### src/rtl/frame_generator.sv
// Transmit framer: packs FIFO-buffered payload bytes into 12-byte frames
// (2 header bytes + 10 payload bytes) and emits one byte per clock.
module frame_generator #(
   parameter int          FIFO_DEPTH = 16,
   parameter logic [7:0]  FILL_BYTE  = 8'h00,
   localparam int         LW         = $clog2(FIFO_DEPTH + 1)
) (
   input  logic          clk,
   input  logic          rst,
   input  logic          tx_en,
   input  logic          hdr_sel,
   input  logic          hdr_corrupt,
   input  logic [7:0]    pl_data,
   input  logic          pl_valid,
   output logic          pl_ready,
   output logic [7:0]    tx_data,
   output logic          tx_valid,
   output logic [3:0]    tx_byte_position,
   output logic          tx_sof,
   output logic          underrun,
   output logic [LW-1:0] fifo_level
);

   localparam int AW = (FIFO_DEPTH > 1) ? $clog2(FIFO_DEPTH) : 1;

   typedef enum logic [1:0] {IDLE, HDR0, HDR1, PAYLOAD} state_t;

   state_t        state_q, state_d;
   logic [3:0]    pos_q, pos_d;
   logic [7:0]    tx_data_q, tx_data_d;
   logic          tx_valid_q, tx_valid_d;
   logic          sof_q, sof_d;
   logic          underrun_q, underrun_d;
   logic          sel_q, sel_d;
   logic          corrupt_q, corrupt_d;
   logic [AW-1:0] wr_ptr_q, wr_ptr_d;
   logic [AW-1:0] rd_ptr_q, rd_ptr_d;
   logic [LW-1:0] count_q, count_d;
   logic [7:0]    mem_q [FIFO_DEPTH];

   logic push, pop, fifo_empty, start_frame, payload_step;

   assign fifo_empty = (count_q == '0);
   assign pl_ready   = (count_q != LW'(FIFO_DEPTH));
   assign push       = pl_valid && pl_ready;

   always_comb begin
      state_d      = state_q;
      pos_d        = pos_q;
      tx_data_d    = 8'h00;
      tx_valid_d   = 1'b0;
      sof_d        = 1'b0;
      underrun_d   = 1'b0;
      sel_d        = sel_q;
      corrupt_d    = corrupt_q;
      pop          = 1'b0;
      start_frame  = 1'b0;
      payload_step = 1'b0;

      case (state_q)
         IDLE: begin
            pos_d = 4'd0;
            if (tx_en) start_frame = 1'b1;
         end
         HDR0: begin
            state_d    = HDR1;
            pos_d      = 4'd1;
            tx_valid_d = 1'b1;
            tx_data_d  = (sel_q ? 8'hBA : 8'hAF) ^ {7'b0, corrupt_q};
         end
         HDR1: payload_step = 1'b1;
         PAYLOAD: begin
            if (pos_q == 4'd11) begin
               if (tx_en) begin
                  start_frame = 1'b1;
               end else begin
                  state_d = IDLE;
                  pos_d   = 4'd0;
               end
            end else begin
               payload_step = 1'b1;
            end
         end
      endcase

      // Header selection is captured on the edge that emits the first header byte
      if (start_frame) begin
         state_d    = HDR0;
         pos_d      = 4'd0;
         tx_valid_d = 1'b1;
         sof_d      = 1'b1;
         tx_data_d  = hdr_sel ? 8'h55 : 8'hAA;
         sel_d      = hdr_sel;
         corrupt_d  = hdr_corrupt;
      end

      if (payload_step) begin
         state_d    = PAYLOAD;
         pos_d      = (state_q == HDR1) ? 4'd2 : pos_q + 4'd1;
         tx_valid_d = 1'b1;
         if (fifo_empty) begin
            tx_data_d  = FILL_BYTE;
            underrun_d = 1'b1;
         end else begin
            tx_data_d = mem_q[rd_ptr_q];
            pop       = 1'b1;
         end
      end
   end

   always_comb begin
      wr_ptr_d = push ? wr_ptr_q + AW'(1) : wr_ptr_q;
      rd_ptr_d = pop  ? rd_ptr_q + AW'(1) : rd_ptr_q;
      count_d  = count_q;
      if (push && !pop)      count_d = count_q + LW'(1);
      else if (!push && pop) count_d = count_q - LW'(1);
   end

   always_ff @(posedge clk) begin
      if (rst) begin
         state_q    <= IDLE;
         pos_q      <= 4'd0;
         tx_data_q  <= 8'h00;
         tx_valid_q <= 1'b0;
         sof_q      <= 1'b0;
         underrun_q <= 1'b0;
         sel_q      <= 1'b0;
         corrupt_q  <= 1'b0;
         wr_ptr_q   <= '0;
         rd_ptr_q   <= '0;
         count_q    <= '0;
      end else begin
         state_q    <= state_d;
         pos_q      <= pos_d;
         tx_data_q  <= tx_data_d;
         tx_valid_q <= tx_valid_d;
         sof_q      <= sof_d;
         underrun_q <= underrun_d;
         sel_q      <= sel_d;
         corrupt_q  <= corrupt_d;
         wr_ptr_q   <= wr_ptr_d;
         rd_ptr_q   <= rd_ptr_d;
         count_q    <= count_d;
      end
   end

   always_ff @(posedge clk) begin
      if (push && !rst) mem_q[wr_ptr_q] <= pl_data;
   end

   assign tx_data          = tx_data_q;
   assign tx_valid         = tx_valid_q;
   assign tx_byte_position = pos_q;
   assign tx_sof           = sof_q;
   assign underrun         = underrun_q;
   assign fifo_level       = count_q;

endmodule

### config.mk
export PLATFORM = sky130hd
export DESIGN_NAME = frame_generator
export DESIGN_NICKNAME = d
export VERILOG_FILES = /design/src/rtl/frame_generator.sv
export SDC_FILE = /design/constraint.sdc
export NUM_CORES = 1
export LEC_CHECK = 0
export ABC_AREA = 1
export ABC_CLOCK_PERIOD_IN_PS = 2900
export CORE_ASPECT_RATIO = 0.6
export CORE_MARGIN = 2
export CORE_UTILIZATION = 55
export CTS_BUF_LIST = sky130_fd_sc_hd__clkbuf_4 sky130_fd_sc_hd__clkbuf_8 sky130_fd_sc_hd__clkbuf_16
export DETAILED_ROUTE_END_ITERATION = 10
export PLACE_DENSITY = 0.74
export SYNTH_ARGS = -nofsm -noshare
export SYNTH_HDL_FRONTEND = slang
export SYNTH_SLANG_ARGS = --single-unit
### constraint.sdc
create_clock -name clk -period 2.9 [get_ports clk]
set_input_delay 0.435 -clock clk [delete_from_list [all_inputs] [get_ports clk]]
set_output_delay 0.435 -clock clk [all_outputs]
set_load 0.03 [all_outputs]
==> results of run 1 <==
-- routing by layer --
metal	share of wire [%]	global-route usage [%]	wire, µm
met5	0	0	0
met4	1.1	7.18	190
met3	10	6.07	1680
met2	42	35.8	7050
met1	46	36.5	7660
-- synth_stat cells, drive strengths merged, types with 2 or more instances --
master	n	area [µm²]
xor2	3	26.3
buf	20	110
nand4	6	52.6
edfxtp	128	3840
o21ai	14	70.1
nand3	109	561
a21oi	25	136
nand2	221	842
xnor2	2	17.5
ha	14	175
clkbuf	9	33.8
dfxtp	36	721
nor2	48	180
inv	127	477
-- worst register-to-register path, cell delays in order, from the launching register on --
cell and delay [ns]:
dfxtp_1 0.33, inv_1 0.11, ha_1 0.29, inv_1 0.11, nand2_2 0.14, nand2_1 0.12
ha_1 0.22, inv_1 0.16, ha_1 0.32, a21oi_1 0.20, nand2_1 0.09, xor2_1 0.14
o21ai_0 0.19, inv_1 0.05
-- cell type report --
class	instances	area [µm²]	share of cell area (%)
Clock inverter	15	104	1.24
Tap cell	170	213	2.53
Sequential cell	164	4570	54.3
Clock buffer	17	425	5.06
Timing Repair Buffer	57	513	6.10
Inverter	128	480	5.71
Multi-Input combinational cell	447	2110	25.1
-- flip-flops by register name (all words and copies together), names as in the netlist, named ones only --
name,cells
mem_q,128
tx_data,8
fifo_level,5
rd_ptr_q,4
tx_byte_position,4
wr_ptr_q,4
state_q,2
corrupt_q,1
sel_q,1
tx_sof,1
tx_valid,1
underrun,1
-- worst max path at each step --
stage	endpoint	slack, ns	cells after the start
after floorplan	fifo_level[4]	0.35	13
after global placement	fifo_level[4]	0.46	12
after detailed placement	fifo_level[3]	0.34	11
after CTS	fifo_level[3]	0.35	13
after global routing	fifo_level[4]	0.06	14
final	fifo_level[3]	0.32	13
-- cells by family (layout without fill, tap and decap cells) --
logic type                 after synthesis  in the layout
AOI/OAI and AO/OA                       40             40
xor gates and xnor gates                 5              5
adders and majority gates               15             15
buffers and inverters                  157            217
DFF                                    164            164
and+or+nand+nor                        387            387
-- power by group --
part,switching [mW],internal (mW),leakage (nW)
Combinational,1.80,0.860,1.90
Sequential,0.130,2.71,1.45
Clock,0.955,1.10,0.273
Total,2.88,4.67,3.62
==> results.py, run 1 <==
metrics = {
    "run_status": {
        "status": "finished clean",
    },
    "sta": {
        "final.setup.tns_ns": 0,
        "fmax_mhz": 388,
        "fin_crit_sh_pct": 89.0,
        "min_period_ns": 2.58,
        "grt_setup_unrepaired": "no",
        "setup_viol": 0,
        "slew_viol_final": 0,
        "worst_pin_slew_ns": 1.10,
        "skew_ns": 0.0113,
        "whs_ns": 0.484,
        "setup_ws_ns": 0.320,
        "finalHoldViolCount": 0,
        "slew_headroom_pct": 26.3,
    },
    "clock_network": {
        "cts_tree": "yes",
        "post-cts-setup-buffer-count": 0,
        "clk_latency_ns": 0.43,
        "ctsHoldBuffers": 0,
        "clock_sinks": 164,
        "max-clock-path-buffers": 2,
        "clk_pin_slew_ns": 0.07,
        "cts-root-buf": "clkbuf_16",
        "cts_max_level": 4,
        "numCtsBuffers": 17,
        "ctsResizeCount": 0,
    },
    "logic_synthesis": {
        "muxShareOfSynthArea_pct": 0,
        "synth-main-ff-cell": "edfxtp_1",
        "synthArstFlopShare_pct": 0,
        "synth_seq_area_share_pct": 62.6,
        "synth-compound-area-share_pct": 2.93,
        "synth_xor_area_share_pct": 0.600,
        "synth_cell_types": 28,
        "syn_area_per_cell_um2": 9.50,
        "syn-num-nets": 797,
        "synth_edf_count": 128,
        "ys_ff_latch": 164,
        "synth_top_family_by_area": "simple AND/OR/NAND/NOR gates",
        "synthAdderAreaFrac_pct": 2.68,
        "synthSimpleGateAreaFrac_pct": 22.7,
        "yosysWarnings": 0,
        "synth_cells": 768,
        "syn_area_um2": 7300,
    },
    "critical_path": {
        "worstSetupPathType": "register to register",
        "cp-start-kind": "register",
        "crit_fanout": 6,
        "cpMostUsedCell": "inv_1",
        "required_ns": 3.22,
        "crit_start": "state_q[0]",
        "crit_chain": "inv_1 -> ha_1 -> inv_1 -> nand2_2 -> nand2_1 -> ha_1 -> inv_1 -> ha_1 -> a21oi_1 -> nand2_1 -> xor2_1 -> o21ai_0 -> inv_1",
        "ff2ff_path_depth": 13,
        "r2r-start": "state_q[0]",
        "reg2reg_to": "fifo_level[3]",
        "max_stage_delay_ns": 0.33,
        "endpoint_kind": "register",
        "reg2reg_slack_ns": 0.32,
        "critical_path_arrival_ns": 2.90,
        "slowest_stage": "dfxtp_1",
        "worst-path-buf-inv": 4,
        "critPathTopFamily": "adder cells",
    },
    "finish": {
        "mostFrequentLayoutCells": "216 x nand2_1, 128 x edfxtp_1, 124 x inv_1",
        "layoutNonFillerInstCount": 998,
        "stdcell_area_um2": 8410,
        "nNetsFinal": 844,
        "fillCellCount": 996,
        "antennaDiodeCount": 0,
        "layout_commonest_cell": "nand2_1",
        "fin_util_pct": 65.2,
        "syn2layout_area_growth_pct": 15.2,
        "layout-drive-gt1-share_pct": 8.33,
    },
    "die": {
        "core-area_um2": 12900,
        "ios": 35,
        "initial_core_util_pct": 56.6,
        "die_h_um": 93.2,
        "num_rows": 32,
        "dieArea_um2": 14200,
        "die_w_um": 153,
    },
    "global_route": {
        "grt_usage_pct": 24.5,
        "grt_start_max_net_pins": 65,
        "antenna_found_initial": 0,
        "grt-ovfl-total": 0,
        "grt_pass1_wl_mm": 26.3,
        "grt_pass1_vias": 4970,
    },
    "route": {
        "drtAntennaViolNets": 0,
        "drtPass1Iterations": 6,
        "routed_wl_mm": 16.6,
        "wl_per_cell_um": 16.6,
        "drc": 0,
        "drt_iter0_markers": 493,
        "vias": 5357,
        "via_per_inst": 5.37,
    },
    "placed_design": {
        "place_ws_ns": 0.341,
        "gp_congestion": 0.897,
        "hpwl_mm": 11.2,
        "dpl.cell_count": 966,
        "dpl-instance-area_um2": 7880,
        "io_buffers": 34,
    },
    "power": {
        "power.density_nw_per_um2": 899,
        "p_leak_nw": 3.62,
        "vdd_drop_max_mv": 0.401,
        "power_mw": 7.56,
    },
    "run": {
        "cap_violations": 0,
    },
    "min_path": {
        "hold_depth": 2,
        "hold_path.class": "register to register",
        "hold_start": "rd_ptr_q[2]",
    },
}
No activity file was read; power rests on OpenSTA's default activity.
==> inputs of run 2 (changes only) <==
--- a/config.mk
+++ b/config.mk
@@ -9,10 +9,10 @@
 export ABC_CLOCK_PERIOD_IN_PS = 2900
 export CORE_ASPECT_RATIO = 0.6
 export CORE_MARGIN = 2
-export CORE_UTILIZATION = 55
+export CORE_UTILIZATION = 59
 export CTS_BUF_LIST = sky130_fd_sc_hd__clkbuf_4 sky130_fd_sc_hd__clkbuf_8 sky130_fd_sc_hd__clkbuf_16
 export DETAILED_ROUTE_END_ITERATION = 10
-export PLACE_DENSITY = 0.74
+export PLACE_DENSITY = 0.78
 export SYNTH_ARGS = -nofsm -noshare
 export SYNTH_HDL_FRONTEND = slang
 export SYNTH_SLANG_ARGS = --single-unit
==> run 2 against run 1 <==
Net effect:
- clock-buffer cell count is 5 higher
- fmax increased by 1.2%
- global-route usage rose by 2.4 points
- combinational power down 2%
- die area shrank 6.6%
- setup slack improved by 0.031 ns
- utilization up 4.7 points
- highest routed layer unchanged
- sequential power is essentially flat
- largest power group unchanged
- clock skew is 0.0024 ns lower
==> results.py, run 2 (synthesis gave the netlist of run 1 again) <==
metrics = {
    "run": {
        "cap_violations": 0,
    },
    "global_route": {
        "grt_start_max_net_pins": 65,
        "grt_pass1_vias": 5386,
        "grt_pass1_wl_mm": 27.1,
        "grt_usage_pct": 26.8,
        "grt-ovfl-total": 0,
        "antenna_found_initial": 1,
    },
    "route": {
        "via_per_inst": 5.46,
        "drtAntennaViolNets": 0,
        "routed_wl_mm": 16.8,
        "drc": 0,
        "drt_iter0_markers": 526,
        "drtPass1Iterations": 5,
        "vias": 5418,
        "wl_per_cell_um": 17.0,
    },
    "finish": {
        "layout_commonest_cell": "nand2_1",
        "syn2layout_area_growth_pct": 15.6,
        "layout-drive-gt1-share_pct": 8.11,
        "mostFrequentLayoutCells": "216 x nand2_1, 128 x edfxtp_1, 124 x inv_1",
        "fillCellCount": 893,
        "regMostFlops": "mem_q",
        "nNetsFinal": 842,
        "largest_reg_flops": 128,
    },
    "power": {
        "power.switching_mw": 2.80,
        "p_int_mw": 4.81,
        "power.density_nw_per_um2": 903,
        "seq_power_share_pct": 37.4,
        "vdd_drop_max_mv": 0.481,
        "pwr-share-comb_pct": 34.3,
        "clock_power_share_pct": 28.2,
        "p_leak_nw": 3.63,
        "sw_frac_of_total_pct": 36.8,
    },
    "placed_design": {
        "hpwl_mm": 11.0,
        "io_buffers": 34,
        "gp_congestion": 0.894,
    },
    "sta": {
        "final.setup.tns_ns": 0,
        "slew_headroom_pct": 18.1,
        "min_period_ns": 2.55,
        "setup_viol": 0,
        "fmax_mhz": 392,
        "grt_setup_unrepaired": "no",
        "worst_pin_slew_ns": 1.23,
        "fin_crit_sh_pct": 87.9,
        "whs_ns": 0.487,
        "finalHoldViolCount": 0,
        "slew_viol_final": 0,
        "skew_ns": 0.00891,
    },
    "critical_path": {
        "critical_path_arrival_ns": 2.87,
        "required_ns": 3.22,
        "cp-start-kind": "register",
        "endpoint_kind": "register",
        "worstSetupPathType": "register to register",
        "crit_fanout": 6,
    },
    "run_status": {
        "status": "finished clean",
    },
    "min_path": {
        "hold_path.class": "register to register",
    },
    "clock_network": {
        "ctsHoldBuffers": 0,
        "cts_max_level": 4,
        "clk_latency_ns": 0.43,
        "max-clock-path-buffers": 2,
        "clk_pin_slew_ns": 0.06,
        "clock_sinks": 164,
        "post-cts-setup-buffer-count": 0,
        "cts_tree": "yes",
        "cts-root-buf": "clkbuf_16",
        "ctsResizeCount": 0,
        "numCtsBuffers": 17,
    },
    "die": {
        "ios": 35,
        "dieArea_um2": 13300,
        "num_rows": 31,
        "die_w_um": 148,
        "core-area_um2": 12100,
        "die_h_um": 90.1,
        "initial_core_util_pct": 60.5,
    },
}
run 2: changes by cell type in the layout (fill, tap and decap cells not counted), moves of 2 or more:
cell / previous run / this run
buf_4: 23 / 21
clkbuf_16: 17 / 19
clkbuf_4: 0 / 2
inv_4: 5 / 2
run 2: metrics by stage:
stage	setup slack (ns)	power [mW]	std cells	utilization [%]	area [µm²]
4_1_cts	0.389	7.62	991	69.9	8430
5_1_grt	0.0499	8.03	991	69.9	8430
6_report	0.351	7.61	992	69.9	8430
3_3_place_gp	0.453	5.35	959	65.1	7860
2_1_floorplan	0.345	4.74	768	-	7300
3_5_place_dp	0.395	5.45	959	65.1	7860
run 2: area by class of cell:
class	count	area, µm²	area share, %
tap	165	206	2.45
clock inverter	10	67.6	0.801
antenna	1	2.50	0.0297
sequential	164	4570	54.1
inverter	128	480	5.70
multi-input combinational	447	2110	25.0
timing repair buffer	55	498	5.91
clock buffer	22	504	5.98
run 2: final timing paths:
path | from | to | slack, ns | cells after the start
worst min register to register | rd_ptr_q[2] | rd_ptr_q[2] | 0.49 | 2
worst min-delay path | rd_ptr_q[2] | rd_ptr_q[2] | 0.49 | 2
worst max register to register | state_q[1] | fifo_level[4] | 0.35 | 13
worst max-delay path | state_q[1] | fifo_level[4] | 0.35 | 13
run 2: critical path, cell delays in order, from the launching register on:
cell     delay, ns
dfxtp_1       0.40
ha_1          0.37
nand2_1       0.11
nand2_2       0.14
nand2_1       0.12
ha_1          0.21
inv_1         0.16
ha_1          0.30
a21oi_1       0.16
nand2_1       0.08
a21oi_1       0.12
o21ai_0       0.12
nor2_1        0.10
nor2_1        0.05
run 2: layer usage:
| layer | up-vias | share of wire [%] | GRT usage, % |
|---|---|---|---|
| met4 | 0 | 1.4 | 8.09 |
| met2 | 252 | 46 | 42.1 |
| met5 | - | 0 | 0 |
| met3 | 27 | 10 | 6.55 |
| met1 | 2571 | 42 | 37.5 |
| li1 | 2568 | - | - |
run 2: power by group through the flow:
stage          combinational, mW  sequential, mW  clock (mW)
5_1_grt                     2.90            2.87        2.27
2_1_floorplan               1.70            3.05           0
4_1_cts                     2.60            2.85        2.17
6_report                    2.61            2.85        2.15
3_3_place_gp                2.48            2.87           0
3_5_place_dp                2.56            2.90           0
==> inputs of run 3 (changes only) <==
--- a/config.mk
+++ b/config.mk
@@ -12,6 +12,7 @@
 export CORE_UTILIZATION = 59
 export CTS_BUF_LIST = sky130_fd_sc_hd__clkbuf_4 sky130_fd_sc_hd__clkbuf_8 sky130_fd_sc_hd__clkbuf_16
 export DETAILED_ROUTE_END_ITERATION = 10
+export HOLD_SLACK_MARGIN = 0.08
 export PLACE_DENSITY = 0.78
 export SYNTH_ARGS = -nofsm -noshare
 export SYNTH_HDL_FRONTEND = slang
==> results of run 3 <==
No change in the layout: final DEF, timing and power equal those of run 2.
